**config.mk**
```make
export PLATFORM = sky130hd
export DESIGN_NAME = mem_arbiter
export DESIGN_NICKNAME = d
export VERILOG_FILES = /design/src/rtl/mem_arbiter.sv
export SDC_FILE = /design/constraint.sdc
export NUM_CORES = 1
export LEC_CHECK = 0
export ABC_AREA = 1
export CORE_MARGIN = 3
export CORE_UTILIZATION = 35
export DETAILED_ROUTE_END_ITERATION = 8
export PLACE_DENSITY = 0.71
export RECOVER_POWER = 100
export SETUP_SLACK_MARGIN = 0.5
export SLEW_MARGIN = 20
export SYNTH_ARGS = -nofsm -noshare
export SYNTH_HDL_FRONTEND = slang
export SYNTH_SLANG_ARGS = --single-unit
```
**constraint.sdc**
```tcl
create_clock -name clk -period 3.9 [get_ports clk]
set_input_delay 0.78 -clock clk [delete_from_list [all_inputs] [get_ports clk]]
set_output_delay 0.78 -clock clk [all_outputs]
set_load 0.01 [all_outputs]
```
**src/rtl/mem_arbiter.sv**
```systemverilog
// Two-requester round-robin arbiter in front of a single-port word memory.
// Each transaction runs IDLE (grant) -> ACCESS (memory cycle) -> RESP (done).
module mem_arbiter #(
    parameter int SIZE = 64
) (
    input  logic        clk,
    input  logic        reset,
    input  logic        req_a,
    input  logic        req_b,
    input  logic        we_a,
    input  logic        we_b,
    input  logic [31:0] adr_a,
    input  logic [31:0] adr_b,
    input  logic [31:0] wd_a,
    input  logic [31:0] wd_b,
    output logic        gnt_a,
    output logic        gnt_b,
    output logic        done_a,
    output logic        done_b,
    output logic [31:0] rdata,
    output logic        err,
    output logic        mem_we,
    output logic [31:0] mem_adr,
    output logic [31:0] mem_wd,
    input  logic [31:0] mem_rd
);

    typedef enum logic [1:0] {
        IDLE   = 2'd0,
        ACCESS = 2'd1,
        RESP   = 2'd2
    } state_t;

    localparam logic [29:0] SIZE_W = 30'(SIZE);

    state_t      state_q;
    logic        last_b_q;   // 1 = B was granted most recently
    logic        id_q;       // requester of the in-flight transaction, 1 = B
    logic        we_q;
    logic [31:0] adr_q;
    logic [31:0] wd_q;
    logic [31:0] rdata_q;
    logic        err_q;
    logic        done_a_q;
    logic        done_b_q;

    logic        pick_a_d;
    logic        pick_b_d;
    logic        in_range;
    logic [31:0] rdata_d;

    // Grant decision: only in IDLE and never while reset is held; ties go to
    // whoever did not win last time.
    always_comb begin
        pick_a_d = 1'b0;
        pick_b_d = 1'b0;
        if (!reset && state_q == IDLE) begin
            if (req_a && (!req_b || last_b_q)) begin
                pick_a_d = 1'b1;
            end else if (req_b) begin
                pick_b_d = 1'b1;
            end
        end
    end

    // Range check and response data for the latched access; byte offset bits
    // take no part in either.
    always_comb begin
        in_range = (adr_q[31:2] < SIZE_W);
        rdata_d  = (!we_q && in_range) ? mem_rd : 32'h0;
    end

    assign gnt_a   = pick_a_d;
    assign gnt_b   = pick_b_d;
    assign done_a  = done_a_q;
    assign done_b  = done_b_q;
    assign rdata   = rdata_q;
    assign err     = err_q;
    assign mem_adr = adr_q;
    assign mem_wd  = wd_q;
    // Decoded from state so an asynchronous reset kills the strobe at once.
    assign mem_we  = (state_q == ACCESS) && we_q && in_range;

    // Transaction FSM with latched request and registered response outputs.
    always_ff @(posedge clk or posedge reset) begin
        if (reset) begin
            state_q  <= IDLE;
            last_b_q <= 1'b1;
            id_q     <= 1'b0;
            we_q     <= 1'b0;
            adr_q    <= 32'h0;
            wd_q     <= 32'h0;
            rdata_q  <= 32'h0;
            err_q    <= 1'b0;
            done_a_q <= 1'b0;
            done_b_q <= 1'b0;
        end else begin
            case (state_q)
                IDLE: begin
                    if (pick_a_d || pick_b_d) begin
                        id_q     <= pick_b_d;
                        last_b_q <= pick_b_d;
                        we_q     <= pick_b_d ? we_b  : we_a;
                        adr_q    <= pick_b_d ? adr_b : adr_a;
                        wd_q     <= pick_b_d ? wd_b  : wd_a;
                        state_q  <= ACCESS;
                    end
                end
                ACCESS: begin
                    rdata_q  <= rdata_d;
                    err_q    <= !in_range;
                    done_a_q <= !id_q;
                    done_b_q <= id_q;
                    state_q  <= RESP;
                end
                RESP: begin
                    err_q    <= 1'b0;
                    done_a_q <= 1'b0;
                    done_b_q <= 1'b0;
                    state_q  <= IDLE;
                end
                default: begin
                    state_q <= IDLE;
                end
            endcase
        end
    end

endmodule

```
==> run metrics, run 1 <==
number of global-route vias before repair 4744; Final period util 0.824; total nets after synthesis approximately 800; crit path from reset; pwr/cell area 557 mW/mm^2; largest net degree at the start of global routing 67; Worst Hold Class flop to flop; Avg Cell Area, Syn approximately 7.9 sq um; register area share after synthesis 0.528; number of diodes 0; DRT Pass-1 Iters 4; mapped cell area 0.00494 sq mm; Layout area overhead 60.3%; fin. max-slew vios 39; Post-Syn Instances 627; cell accounting for the most synthesized area dfrtp_1; Final Non-Filler Cells 1053; setup ws final 688 ps; core area 0.0135 sq mm; Die Width 125 um; GP Congestion 0.819; Core Rows between 40 and 50; worst-case clock skew 7.53 ps; Crit Path Class input port to output pin; Remaining DRCs 0; max_slew headroom -0.240; post-CTS setup buffer count 0; Worst Hold Launch rdata[19]$_DFFE_PP0N_; top-count cell post-synth nand2_1; Distinct cells, synth 22; Final setup viols 0; nature of the critical path endpoint output pin; post-detailed-route count of antenna-violating nets 0; initial DRC count 234; Sinks on Clock Net between 100 and 150; initial core utilization 0.365; RR Startpoint state_q[0]$_DFFE_PP0P_; post-CTS resize count 0; Fin. Hold Viols 0; flop-to-flop setup slack 1180 ps; required time worst endpoint 3120 ps; CTS buffer count 9; Max-Cap Viols 1; Clock Root Buffer clkbuf_16; first-pass GRT wire length 25000 um; RSZ-0062 raised after global routing false; die height between 100 and 150 um; full die area ~0.016 sq mm; Place WS just over 900 ps; DPL Wire Length 11200 um; CTS tree done; placed cell count ~1000; # H-tree levels 3; arrival time at the worst endpoint 2430 ps; final worst path period need 3210 ps; main flop type after synthesis dfrtp_1; total gr overflow 0; initial antenna violation count 0; post-synthesis register bit count 104; setup TNS 0 ps; DR vias 4975; Post-synth ARST share 1.00; peak supply drop about 0.00024 V; Reg clk slew, reported paths 60 ps; routed len/inst approximately 15 um; Leak Pwr around 4 nW; failing checks max-capacitance violations, max-slew violations; layout cells sized above 1 0.0308; Yosys warnings 0; worst-path fanout max 2; Post-CTS Hold Fix Bufs 0; Clk Latency, worst-skew pair 340 ps; Fmax ~310 MHz; vias per std cell ~4.7; synth cell count leaders nand2_1 (210), nand3_1 (160), dfrtp_1 (103); All-Layer GR Usage 0.199; post-synth top area share 0.522; WL final between 15000 and 20000 um; fin nets roughly 1000; Synth area leaders dfrtp_1 (52%), nand3_1 (16%), nand2_1 (16%); outcome finished, violations left; port buffer count 267; boundary pin count roughly 270; CTS Buffer Depth 2; crit path launch type input port; worst slew pin tran 1850 ps; Post-synth EDFFs 0
-- kinds of logic after synthesis --
group                      after synthesis  synth area share
buffers and inverters                   86            0.0831
AOI/OAI and AO/OA                        9            0.0101
and+or+nand+nor                        423             0.367
DFF                                    104             0.528
adders and majority gates                5            0.0127
-- final timing paths --
kind / to / cells after the start
setup / recovery: gnt_a / 5
hold / removal: rdata[19]$_DFFE_PP0N_ / 2
setup reg to reg: state_q[1]$_DFFE_PP0P_ / 9
hold reg to reg: rdata[19]$_DFFE_PP0N_ / 2
max in group asynchronous: rdata[10]$_DFFE_PP0N_ / 3
min in group asynchronous: mem_adr[9]$_DFFE_PP0P_ / 2
-- layout make-up --
class	count	area, sq um
clock buffer	13	250
tap	176	220
inverter	44	166
timing repair buffer	276	2740
fill	1283	5590
clock inverter	3	17.5
multi-input combinational	437	1910
sequential	104	2600
-- critical path, stage by stage --
cell and delay, ps:
dlygate4sd3_1 580, nor2_1 250, nand3_2 120, inv_1 80
dlygate4sd3_1 610
-- layout by cell type (no fill, tap or decap), types with 5 or more instances in the layout --
cell type and n:
nor2_1 50, o21ai_0 5, dlygate4sd3_1 103, inv_1 42, nand2_1 209, nand3_1 160, clkdlybuf4s50_1 164, dfrtp_1 103
ha_1 5, clkbuf_16 9
-- state kept, by name, indices dropped and copies added, names as in the netlist --
register	cells
done_a	1
done_b	1
err	1
id_q	1
last_b_q	1
mem_adr	32
mem_wd	32
rdata	32
state_q	2
we_q	1
-- report_power, final --
part	switching, mW	internal (mW)
sequential	0.209	1.44
combinational	1.01	0.903
clock	0.389	0.450
-- metrics by stage --
stage	hold WS (ps)	instance area, sq um	power [mW]	util
6_report	473	7910	4.40	0.586
3_3_place_gp	463	7670	3.75	0.568
4_1_cts	482	7940	4.61	0.588
3_5_place_dp	464	7670	3.76	0.568
2_1_floorplan	457	4940	2.65	-
5_1_grt	497	7910	4.73	0.586
-- routing by layer --
| metal | vias up | GRT usage | routed length, um |
|---|---|---|---|
| li1 | 2481 | - | - |
| met1 | 2277 | 0.244 | 6620 |
| met2 | 191 | 0.327 | 7440 |
| met3 | 26 | 0.0673 | 1420 |
| met4 | 0 | 0.0741 | 397 |
| met5 | - | 0 | 0 |
(Power assumes the default switching activity.)
==> run 2: changes to the inputs <==
--- a/config.mk
+++ b/config.mk
@@ -9,7 +9,7 @@
 export CORE_MARGIN = 3
 export CORE_UTILIZATION = 35
 export DETAILED_ROUTE_END_ITERATION = 8
-export PLACE_DENSITY = 0.71
+export PLACE_DENSITY = 0.74
 export RECOVER_POWER = 100
 export SETUP_SLACK_MARGIN = 0.5
 export SLEW_MARGIN = 20
==> constraint.sdc (replaced) <==
create_clock -name clk -period 2.6 [get_ports clk]
set_input_delay 0.52 -clock clk [delete_from_list [all_inputs] [get_ports clk]]
set_output_delay 0.52 -clock clk [all_outputs]
set_load 0.01 [all_outputs]
==> run metrics, run 2 (same netlist as run 1, synthesis figures left out) <==
worst hold endpoint rdata[19]$_DFFE_PP0N_; most frequent cells in the layout nand2_1 (207), clkdlybuf4s50_1 (164), nand3_1 (160); CTS tree done; RR Startpoint state_q[0]$_DFFE_PP0P_; Fmax 445 MHz; layout cells sized above 1 0.0617; routed len/inst 15.3 um; fill count 1238; max_slew headroom 0.521; Remaining DRCs 0; Final period util 0.864; core area 0.0135 sq mm; CTS Buffer Depth 2; R2R depth 9; Final setup viols 0; initial DRC count 199; RSZ-0062 raised after global routing true; largest net degree at the start of global routing 98; DRT Pass-1 Iters 4; Core Rows 42; worst slew pin tran 718 ps; full die area approximately 0.016 sq mm; number of global-route vias before repair 5076; boundary pin count between 200 and 300; WL final 16300 um; Post-CTS Hold Fix Bufs 0; total gr overflow 0; post-detailed-route count of antenna-violating nets 0; nature of the critical path endpoint output pin; Layout area overhead 64.5%; pwr/cell area roughly 880 mW/mm^2; Clock Root Buffer clkbuf_16; setup TNS 0 ps; commonest non-fill, non-tap cell in the layout nand2_1; r2r endpoint mem_adr[31]$_DFFE_PP0P_; fin. max-slew vios 0; Clk Latency, worst-skew pair 350 ps; Pwr Total 7.12 mW; required time worst endpoint 2080 ps; die height around 120 um; worst-path fanout max 2; crit path launch type flop; flop-to-flop setup slack 520 ps; arrival time at the worst endpoint 1730 ps; hold path depth 2; first-pass GRT wire length 25600 um; worst-case clock skew between 8 and 9 ps; All-Layer GR Usage 0.204; outcome finished, final reports clean; Leak Pwr around 4.0 nW; DPL Wire Length 11300 um; initial antenna violation count 1; Worst Hold Launch rdata[19]$_DFFE_PP0N_; initial core utilization 0.365; Crit Path Class flop to output pin; fin nets roughly 1100; vias per std cell between 4 and 5; Reg clk slew, reported paths approximately 70 ps; DR vias 5083; final worst path period need 2250 ps; Die Width 125 um; Worst Hold Class flop to flop; Fin. Hold Viols 0; peak supply drop 0.000452 V; Sinks on Clock Net 104; CTS buffer count 9; # H-tree levels 3; Max-Cap Viols 0; port buffer count around 270; GP Congestion 0.807
## run 2: how the worst max path moves through the flow
stage                             from                endpoint  slack, ps  cells after the start
2_1_floorplan   state_q[1]$_DFFE_PP0P_                  mem_we        740                      6
3_3_place_gp                     req_b                   gnt_b        200                      5
3_5_place_dp                     req_a  state_q[0]$_DFFE_PP0P_        120                      7
4_1_cts        mem_adr[29]$_DFFE_PP0P_                  mem_we        470                      8
5_1_grt        mem_adr[18]$_DFFE_PP0P_                  mem_we        220                      8
6_report       mem_adr[30]$_DFFE_PP0P_                  mem_we        350                      8
## run 2: layout make-up
cell class,count,area (sq um),area share
repair buffers,289,2840,0.350
flip-flops and latches,104,2600,0.321
multi-input cells,437,1930,0.238
clock buffers,9,225,0.0277
well taps,176,220,0.0271
inverters,44,170,0.0210
clock inverters,7,119,0.0146
repair inverters,1,7.51,0.000924
diodes,1,2.50,0.000308
## run 2: repair_timing
item / in CTS / in global routing
setup buffers: 6 / 7
pin swaps: 0 / 8
gates resized for setup: 17 / 10
gates cloned: 0 / 1
endpoints found under the setup margin: 5 / 74
## run 2: worst max-delay path, stage by stage (launching register included)
cell     delay [ps]
dfrtp_1         390
nor2_2          130
nand2_1          70
nor2_1          130
nand2_2          60
nor2_1          260
nand2_2          90
nor2_2          100
buf_2           140
## run 2: stage by stage
step	hold WS, ps	utilization	worst slack, ps	instance area, sq um	cells
2_1_floorplan	457	-	735	4940	627
4_1_cts	481	0.598	472	8070	1059
5_1_grt	497	0.601	220	8120	1068
6_report	474	0.601	355	8120	1068
3_5_place_dp	464	0.568	123	7670	1037
3_3_place_gp	460	0.568	198	7670	1037
## run 2: report_power, final
group | switching (mW) | leakage [nW] | internal [mW]
clock | 0.619 | 0.162 | 0.943
sequential | 0.326 | 1.34 | 2.16
combinational | 1.60 | 2.52 | 1.47
total | 2.55 | 4.02 | 4.58
## run 2: per-layer routing
metal,track usage,up-vias,wire [um]
met2,0.348,207,7820
met5,0,-,0
met4,0.0638,0,260
li1,-,2511,-
met1,0.234,2347,6540
met3,0.0806,18,1710
==> run 3: changes to the inputs <==
--- a/config.mk
+++ b/config.mk
@@ -6,7 +6,6 @@
 export NUM_CORES = 1
 export LEC_CHECK = 0
 export ABC_AREA = 1
-export CORE_MARGIN = 3
 export CORE_UTILIZATION = 35
 export DETAILED_ROUTE_END_ITERATION = 8
 export PLACE_DENSITY = 0.74
==> run metrics, run 3 (same netlist as run 1, synthesis figures left out) <==
port buffer count 267; initial antenna violation count 0; placed cell areas 0.00769 sq mm; All-Layer GR Usage 0.219; Crit Path Class input port to output pin; worst-path fanout max 2; worst-case clock skew around 5.2 ps; Max-Cap Viols 0; post-layout util 0.584; max_slew headroom 0.337; pwr/cell area around 860 mW/mm^2; initial DRC count 312; Clock Root Buffer clkbuf_16; Worst Hold Class flop to flop; Layout area overhead 63.6%; nature of the critical path endpoint output pin; setup TNS 0 ps; DRT Pass-1 Iters 6; peak supply drop approximately 0.00045 V; Die Width 121 um; CP peak stage delay between 500 and 600 ps; number of diodes 0; fin. max-slew vios 0; cell at the slowest stage of the critical path dlygate4sd3_1; Clk Latency, worst-skew pair between 300 and 400 ps; Pwr Total 6.93 mW; arrival time at the worst endpoint 1750 ps; GP Congestion 0.797; initial core utilization 0.357; Reg clk slew, reported paths 70 ps; RSZ-0062 raised after global routing true; total gr overflow 0; CTS buffer count 9; Hold WS 475 ps; Final period util 0.873; post-detailed-route count of antenna-violating nets 0; full die area approximately 0.015 sq mm; number of global-route vias before repair 5000; fin nets 1056; boundary pin count 268; Place WS 143 ps; outcome finished, final reports clean; WL final 15500 um; setup ws final between 300 and 400 ps; Switching Fraction 0.359; commonest non-fill, non-tap cell in the layout nand2_1; most frequent cells in the layout nand2_1 (209), clkdlybuf4s50_1 (164), nand3_1 (160); net switching power 2.49 mW; die height 121 um; CTS tree done; crit-path cells dlygate4sd3_1 > nor2_1 > nand2_2 > inv_1 > clkbuf_1; core area 0.0138 sq mm; Fin. Hold Viols 0; crit path launch type input port; required time worst endpoint ~2100 ps; Fmax ~440 MHz; fin area 0.00808 sq mm; Final setup viols 0; # H-tree levels 3; DR vias 5036; Leak Pwr 4.00 nW; layout cells sized above 1 0.0562; clock group share of total power 0.208; worst slew pin tran 989 ps; DPL Wire Length 10700 um; Reg power frac 0.357; Final Non-Filler Cells 1069; Remaining DRCs 0; first-pass GRT wire length roughly 25000 um; placed cell count 1042; largest net degree at the start of global routing 67; combinational power share 0.435; CTS Buffer Depth 2; Core Rows 43; Internal 4.45 mW; final worst path period need between 2000 and 2500 ps; routed len/inst between 10 and 15 um; Sinks on Clock Net 104; vias per std cell approximately 4.7
-- run 3: power groups by stage --
stage | logic, mW | clock network, mW | registers (mW)
final | 3.01 | 1.44 | 2.48
after global placement | 3.06 | 0 | 2.52
after detailed placement | 3.08 | 0 | 2.54
after CTS | 3.19 | 1.48 | 2.51
after global routing | 3.34 | 1.54 | 2.56
after floorplan | 1.26 | 0 | 2.73
-- run 3: cell type report --
class | instances | area [sq um]
well taps | 180 | 225
multi-input cells | 437 | 1930
flip-flops and latches | 104 | 2600
clock buffers | 9 | 225
repair inverters | 1 | 5.00
fillers | 1240 | 5750
repair buffers | 288 | 2830
inverters | 44 | 170
clock inverters | 6 | 85.1
-- run 3: repair_timing --
action	in CTS	in global routing
setup buffers	8	3
hold buffers	0	0
endpoints found under the setup margin	10	68
gates cloned	0	1
pin swaps	3	1
resized for setup	15	9
-- run 3: layer usage --
layer,vias to the layer above,routed length [um],GRT usage
met5,-,0,0
met1,2312,6280,0.259
li1,2508,-,-
met4,0,315,0.0841
met2,196,7580,0.375
met3,20,1280,0.0642
-- run 3: final timing paths --
kind,from,to,slack [ps],depth (start not counted)
max in group asynchronous,reset,rdata[12]$_DFFE_PP0N_,600,3
worst max register to register,state_q[0]$_DFFE_PP0P_,rdata[5]$_DFFE_PP0N_,360,7
worst min register to register,rdata[25]$_DFFE_PP0N_,rdata[25]$_DFFE_PP0N_,470,2
min in group asynchronous,reset,mem_adr[16]$_DFFE_PP0P_,830,2
worst max-delay path,reset,gnt_b,330,5
worst min-delay path,rdata[25]$_DFFE_PP0N_,rdata[25]$_DFFE_PP0N_,470,2
-- run 3: worst max-delay path, delay by kind of cell --
kind | cells | cell delay [ps]
buffers and inverters | 3 | 830
and+or+nand+nor | 2 | 400
